File: src/rtl/mem_arb_pkg.sv
// rtl/mem_arb_pkg.sv - shared constants, FSM state type and address check for mem_arbiter
package mem_arb_pkg;

  localparam int DATA_W = 8;
  localparam int ADDR_W = 3;
  localparam logic [ADDR_W-1:0] MAX_ADDR = 3'd6;

  typedef enum logic [1:0] {
    IDLE    = 2'd0,
    ISSUE   = 2'd1,
    CAPTURE = 2'd2,
    RESP    = 2'd3
  } state_e;

  // Only addresses up to MAX_ADDR are allowed to reach the memory.
  function automatic logic addr_ok(input logic [ADDR_W-1:0] addr);
    return addr <= MAX_ADDR;
  endfunction

endpackage

File: src/rtl/rr_arb2.sv
// rtl/rr_arb2.sv - two-way round-robin picker owning the last-grant pointer
module rr_arb2 (
  input  logic       clock,
  input  logic       reset_n,
  input  logic [1:0] valid_i,
  input  logic       update_i,
  output logic [1:0] grant_o
);

  // 0 = port 0 granted last, 1 = port 1; reset to 1 so port 0 wins the first conflict.
  logic last_grant_q, last_grant_d;

  // Lone requester always wins; on conflict the port that did not win last time is picked.
  always_comb begin
    grant_o = valid_i;
    if (&valid_i) begin
      grant_o = last_grant_q ? 2'b01 : 2'b10;
    end
  end

  // Pointer advances only when the grant is actually taken.
  always_comb begin
    last_grant_d = last_grant_q;
    if (update_i) begin
      last_grant_d = grant_o[1];
    end
  end

  // Pointer register.
  always_ff @(posedge clock or negedge reset_n) begin
    if (!reset_n) begin
      last_grant_q <= 1'b1;
    end else begin
      last_grant_q <= last_grant_d;
    end
  end

endmodule

File: src/rtl/mem_arbiter.sv
// rtl/mem_arbiter.sv - two-port round-robin arbiter in front of an 8x8 memory
module mem_arbiter
  import mem_arb_pkg::*;
(
  input  logic              clock,
  input  logic              reset_n,
  input  logic              p0_valid,
  input  logic              p1_valid,
  output logic              p0_ready,
  output logic              p1_ready,
  input  logic              p0_we,
  input  logic              p1_we,
  input  logic [ADDR_W-1:0] p0_addr,
  input  logic [ADDR_W-1:0] p1_addr,
  input  logic [DATA_W-1:0] p0_wdata,
  input  logic [DATA_W-1:0] p1_wdata,
  output logic              p0_resp_valid,
  output logic              p1_resp_valid,
  output logic              p0_resp_err,
  output logic              p1_resp_err,
  output logic [DATA_W-1:0] p0_resp_rdata,
  output logic [DATA_W-1:0] p1_resp_rdata,
  output logic              write,
  output logic              read,
  output logic [ADDR_W-1:0] addr_w,
  output logic [ADDR_W-1:0] addr_r,
  output logic [DATA_W-1:0] datain,
  input  logic [DATA_W-1:0] dataout
);

  state_e            state_q, state_d;
  logic              we_q, we_d;
  logic [ADDR_W-1:0] addr_q, addr_d;
  logic [DATA_W-1:0] wdata_q, wdata_d;
  logic [DATA_W-1:0] rdata_q, rdata_d;
  logic              gnt_q, gnt_d;
  logic              err_q, err_d;

  logic [1:0]        grant;
  logic              accept_en;
  logic              accept;
  logic              sel_we;
  logic [ADDR_W-1:0] sel_addr;
  logic [DATA_W-1:0] sel_wdata;

  // A new request may be taken in IDLE and also in RESP, so the edge that ends
  // a response can already accept the next request (back-to-back throughput).
  assign accept_en = (state_q == IDLE) || (state_q == RESP);
  assign accept    = accept_en && (p0_valid || p1_valid);

  rr_arb2 u_rr_arb2 (
    .clock    (clock),
    .reset_n  (reset_n),
    .valid_i  ({p1_valid, p0_valid}),
    .update_i (accept),
    .grant_o  (grant)
  );

  assign sel_we    = grant[1] ? p1_we    : p0_we;
  assign sel_addr  = grant[1] ? p1_addr  : p0_addr;
  assign sel_wdata = grant[1] ? p1_wdata : p0_wdata;

  // Next-state and request/response register updates.
  always_comb begin
    state_d = state_q;
    we_d    = we_q;
    addr_d  = addr_q;
    wdata_d = wdata_q;
    rdata_d = rdata_q;
    gnt_d   = gnt_q;
    err_d   = err_q;
    case (state_q)
      IDLE, RESP: begin
        state_d = IDLE;
        if (accept) begin
          we_d    = sel_we;
          addr_d  = sel_addr;
          wdata_d = sel_wdata;
          gnt_d   = grant[1];
          rdata_d = '0;
          if (addr_ok(sel_addr)) begin
            err_d   = 1'b0;
            state_d = ISSUE;
          end else begin
            err_d   = 1'b1;
            state_d = RESP;
          end
        end
      end
      ISSUE:   state_d = we_q ? RESP : CAPTURE;
      CAPTURE: begin
        rdata_d = dataout;
        state_d = RESP;
      end
      default: state_d = IDLE;
    endcase
  end

  // State and latched request/response registers.
  always_ff @(posedge clock or negedge reset_n) begin
    if (!reset_n) begin
      state_q <= IDLE;
      we_q    <= 1'b0;
      addr_q  <= '0;
      wdata_q <= '0;
      rdata_q <= '0;
      gnt_q   <= 1'b0;
      err_q   <= 1'b0;
    end else begin
      state_q <= state_d;
      we_q    <= we_d;
      addr_q  <= addr_d;
      wdata_q <= wdata_d;
      rdata_q <= rdata_d;
      gnt_q   <= gnt_d;
      err_q   <= err_d;
    end
  end

  assign p0_ready = accept_en & grant[0];
  assign p1_ready = accept_en & grant[1];

  assign p0_resp_valid = (state_q == RESP) & ~gnt_q;
  assign p1_resp_valid = (state_q == RESP) &  gnt_q;
  assign p0_resp_err   = p0_resp_valid & err_q;
  assign p1_resp_err   = p1_resp_valid & err_q;
  assign p0_resp_rdata = p0_resp_valid ? rdata_q : '0;
  assign p1_resp_rdata = p1_resp_valid ? rdata_q : '0;

  // Strobes decode straight from the state so a reset drops them at once.
  assign write  = (state_q == ISSUE) &  we_q;
  assign read   = (state_q == ISSUE) & ~we_q;
  assign addr_w = addr_q;
  assign addr_r = addr_q;
  assign datain = wdata_q;

endmodule

File: config.mk
export PLATFORM = sky130hd
export DESIGN_NAME = mem_arbiter
export DESIGN_NICKNAME = d
export VERILOG_FILES = /design/src/rtl/mem_arb_pkg.sv /design/src/rtl/rr_arb2.sv /design/src/rtl/mem_arbiter.sv
export SDC_FILE = /design/constraint.sdc
export NUM_CORES = 1
export LEC_CHECK = 0
export BUFFER_PORTS_ARGS = -buffer_cell sky130_fd_sc_hd__buf_2
export CORE_MARGIN = 4
export CORE_UTILIZATION = 42
export CTS_BUF_LIST = sky130_fd_sc_hd__clkbuf_2
export DETAILED_ROUTE_END_ITERATION = 10
export GPL_TIMING_DRIVEN = 0
export PLACE_DENSITY = 0.86
export SLEW_MARGIN = 30
export SYNTH_ARGS = -nofsm -noshare
export SYNTH_HDL_FRONTEND = slang
export SYNTH_HIERARCHICAL = 1
export SYNTH_SLANG_ARGS = --single-unit
File: constraint.sdc
create_clock -name clock -period 1.55 [get_ports clock]
set_input_delay 0.155 -clock clock [delete_from_list [all_inputs] [get_ports clock]]
set_output_delay 0.155 -clock clock [all_outputs]
set_load 0.02 [all_outputs]
# Word-level counts from Yosys, hierarchy flattened
# Index checks and enable logic that the tools add are counted.
[op_classes]
n_addsub = 0
mul = 0
div = 0
order_cmp = 1
eq_ne = 4
shifts = 0
mux = 14
bitwise = 10
n_reduce_logical = 9
[op_table]
columns = ["cell", "n"]
rows = [
  ["$mux 8", 4],
  ["$pmux 8 s2", 1],
  ["$and 1x1->1", 8],
  ["$mux 2", 4],
  ["$pmux 2 s3", 1],
  ["$reduce_and 2->1", 3],
  ["$eq 2x2->1 const B", 2],
  ["$le 3x3->1 const B", 1],
  ["$mux 1", 3],
  ["$mux 3", 1],
  ["$eq 2x1->1 const B", 1],
  ["$logic_not 2->1", 1],
  ["$logic_or 1x1->1", 2],
  ["$ne 2x2->1 const B", 1],
  ["$not 1->1", 2],
  ["$reduce_bool 2->1", 1],
  ["$reduce_or 2->1", 1],
  ["$logic_and 1x1->1", 1],
]
[totals]
regBits = 25
latchBits = 0
ramBits = 0
romBits = 0
input_bits = 36
out_inout_bits = 38
elab_cells = 46
memories = 0

# Logic depth before layout (Yosys ltp)
[depth]
depth_word = 7
mapped_depth = 7
depth_no_buf = 5

# By module
# Netlist, hierarchy kept.
[by_module_without_submodules]
columns = ["module", "instances", "cells_each", "area_each_um2"]
rows = [
  ["mem_arbiter", 1, 138, 1328.8],
  ["rr_arb2", 1, 5, 63.8],
]

# Worst setup path before layout
# Ideal clock, no wire load.
[synth_timing]
path_type = "reg-to-reg"
start = "register state_q[0]"
end = "register u_rr_arb2.last_grant_q"
setup_time_ps = 82
arrival_ps = 1470
required_time_ps = 1468
setup_slack_ps = -3
stages_incl_launch_ff = 8
path_buffers = 2
synth_period_minus_slack_ps = 1553
path_cell_list = "dfrtp_1 > inv_1 > ha_1 > o21ai_2 > buf_2 > buf_6 > inv_1 > mux2_4"
[synth_via]
elab_chain_cells = 3
[synth_rtl]
columns = ["item", "line_no", "rtl"]
rows = [
  ["from (decl)", "mem_arbiter.sv:31", "state_e state_q, state_d;"],
  ["from (signal assigned)", "mem_arbiter.sv:110", "state_q <= state_d;"],
  ["$eq 2x2->1 or $logic_not 2->1 (tied branches)", "mem_arbiter.sv:48", "assign accept_en = (state_q == IDLE) || (state_q == RESP);"],
  ["$logic_or 1x1->1 (*)", "mem_arbiter.sv:48", ""],
  ["$logic_and 1x1->1 (*)", "mem_arbiter.sv:49", "assign accept = accept_en && (p0_valid || p1_valid);"],
  ["via accept", "mem_arbiter.sv:41", "logic accept;"],
  ["to (signal assigned)", "rr_arb2.sv:34", "last_grant_q <= last_grant_d;"],
  ["to (decl)", "rr_arb2.sv:11", "logic last_grant_q, last_grant_d;"],
]
# The timed path passes the listed nets; every way through them passes the cells marked *.
# A chain may end at the register's enable or synchronous reset.

# Worst setup path after layout
[layout_timing]
start = "register state_q[0]"
end = "output port p0_resp_rdata[7]"
[layout_via]
elab_chain_cells = 3
[layout_rtl]
columns = ["item", "line_no", "rtl"]
rows = [
  ["$eq 2x2->1", "mem_arbiter.sv:123", "assign p0_resp_valid = (state_q == RESP) & ~gnt_q;"],
  ["$and 1x1->1", "mem_arbiter.sv:123", ""],
  ["$mux 8", "mem_arbiter.sv:127", "assign p0_resp_rdata = p0_resp_valid ? rdata_q : '0;"],
  ["to (decl)", "mem_arbiter.sv:21", "output logic [DATA_W-1:0] p0_resp_rdata,"],
]
# No other way between the ends.

==> results.yml <==
drt:
  drt_iter0_drc: 39
  vias: 1314
  vias_per_cell: 4.80
  drc: 0
  drt-pass1-iter-count: 4
  drt_wl_total_mm: 4.01
  postRouteAntennaNets: 0
  wl_per_cell_um: 14.6
synth:
  postSynthAreaPerCell_um2: 9.74
  yosys_register_bits: 25
  yosysWarnings: 6
  netlist_instances: 143
  yosysUniqueCellTypes: 22
  synth_fp_nets: 182
  synth_area_um2: 1390
  ys_seq_area_frac: 0.450
power_and_ir_drop:
  ir_drop_mv: 1.06
  leakagePower_nw: 1.16
  totalPowerFinal_mw: 4.31
  p_per_area_nw_per_um2: 1970
grt:
  antenna_found_initial: 0
  track_usage: 0.176
  grt_pass1_wl_mm: 5.84
  grt_max_degree: 26
  overflow: 0
  grt_pass1_vias: 1321
setup_path:
  end_kind: "primary output"
  cp.arrival_ns: 1.54
  rrSetupSlack_ns: -0.10
  rr_worst_depth: 7
  cp_max_fo: 5
  critPathKind: "reg -> out"
  regToRegStartpoint: "state_q[0]"
  r2r-end: "u_rr_arb2/last_grant_q"
  start_kind: "flop"
  cp.required_ns: 1.39
floorplanning:
  rows: 20
  die_area_um2: 4300
  initial_core_util: 0.449
  coreArea_um2: 3100
  ioPinCount: 74
  die_h_um: 65.6
  die_x_um: 65.6
clock_tree:
  cts_tree: "yes"
  htree_levels: 1
  path_clk_slew_ns: 0.23
  cts_buffers: 3
  root_buffer: "clkbuf_2"
  clock_latency_ns: 0.34
  cts.sinks: 25
  max-clock-path-buffers: 2
place:
  dp_hpwl_mm: 2.66
  place_area_um2: 1820
  dp_slack_ns: -0.133
  gp_congestion: 0.708
  dp_cells: 260
  port_buffers: 73
sta:
  drv_slew: 0
  whs_ns: 0.0394
  fmax_ghz: 0.589
  slew_headroom: 0.622
  skew_ns: 0.0155
  hold_viol: 0
  setup_ws_ns: -0.149
  rsz0062_at_grt: "yes"
  tightest_slew_ns: 0.567
  min_period_ns: 1.70
  fin_crit_sh: 1.10
  finalSetupViolations: 23
finish:
  nets: 270
  final_common_cell: "buf_2"
  final_cells: 274
  drive_gt1_frac: 0.530
  syn2layout_area_growth_pct: 57.0
  fin_area_um2: 2190
  n_antenna_cell: 0
  num-fill-cells: 259
  layout_common_cells: "buf_2 (51), buf_6 (29), dfrtp_1 (24)"
run_status:
  status: "finished, violations left"
  violations: "negative setup slack"
min_path:
  hold_path_startpoint: "dataout[3]"
  hold_path_end: "rdata_q[3]"
  hold_path.class: "in -> reg"
  hold_depth: 3
job:
  cap_violations: 0
## synthesized netlist by cell type, drive strengths merged
library cell,n,area share
a21o,1,0.0054
buf,9,0.052
a41oi,1,0.0063
dfrtp,24,0.43
a21boi,2,0.013
and3,9,0.040
nand2,21,0.057
mux2,2,0.022
inv,14,0.038
and2,13,0.058
ha,3,0.027
clkbuf,4,0.011
dfstp,1,0.019
o21ai,16,0.060
and4b,1,0.0072
mux2i,20,0.14
nor2b,2,0.0090
## sequential cells by signal (all words and copies together) (netlist names)
register / flops
addr_r: 3
u_rr_arb2/last_grant_q: 1
datain: 8
gnt_q: 1
err_q: 1
we_q: 1
rdata_q: 8
state_q: 2
## per-stage QoR
stage	utilization	TNS (ns)
4_1_cts	0.640	-2.26
3_3_place_gp	0.585	-0.105
6_report	0.704	-2.92
5_1_grt	0.704	-4.92
3_5_place_dp	0.585	-0.133
2_1_floorplan	-	0
## metal layers
| layer | vias to the layer above | global-route usage | wire length, µm |
|---|---|---|---|
| li1 | 637 | - | - |
| met1 | 597 | 0.183 | 1530 |
| met2 | 72 | 0.339 | 2050 |
| met3 | 8 | 0.0496 | 347 |
| met4 | 0 | 0.0466 | 81 |
| met5 | - | 0 | 0 |
## cells by family (layout without fill, tap and decap cells)
group,Yosys count,count (layout),synth area share
AND/OR/NAND/NOR,46,46,0.172
buffers and inverters,27,114,0.101
flip-flops,25,25,0.450
multiplexers,22,22,0.165
AO/OA/AOI/OAI,20,20,0.0854
adder cells (fa/ha/maj),3,3,0.0270
## worst max path at each step
stage | startpoint | end | slack (ns)
3_3_place_gp | state_q[0] | u_rr_arb2/last_grant_q | -0.11
3_5_place_dp | state_q[0] | u_rr_arb2/last_grant_q | -0.13
2_1_floorplan | state_q[0] | u_rr_arb2/last_grant_q | 0.03
4_1_cts | state_q[1] | p0_resp_rdata[7] | -0.16
6_report | state_q[0] | p0_resp_rdata[7] | -0.15
5_1_grt | state_q[1] | p0_resp_rdata[7] | -0.23
## where the power goes
| group | leakage (nW) | internal (mW) | switching (mW) | total (mW) |
|---|---|---|---|---|
| registers | 0.314 | 0.998 | 0.252 | 1.25 |
| logic | 0.829 | 1.32 | 1.49 | 2.81 |
| clock network | 0.0166 | 0.0682 | 0.185 | 0.253 |
## cell type report
class	instances	area [µm²]	area share
plain buffers	12	111	0.0509
clock buffers	4	20.0	0.00916
inverters	14	52.6	0.0240
multi-input cells	91	707	0.323
flip-flops and latches	25	627	0.287
well taps	44	55.1	0.0252
repair buffers	84	613	0.280
## repair_timing
item                                    4_1_cts  5_1_grt
pin swaps                                     8        1
buffers inserted                              1        2
endpoints found under the setup margin       33       42
hold endpoints to repair                     24        4
gates resized for setup                      45       45
hold buffers                                  1        4
cloned                                        1        2
## worst max-delay path, stage by stage, from the launching register on
cell	delay [ns]
dfrtp_1	0.43
ha_2	0.20
nor2b_4	0.19
buf_8	0.13
and2_4	0.14
buf_6	0.11
Power figures use the tool's default switching activity.
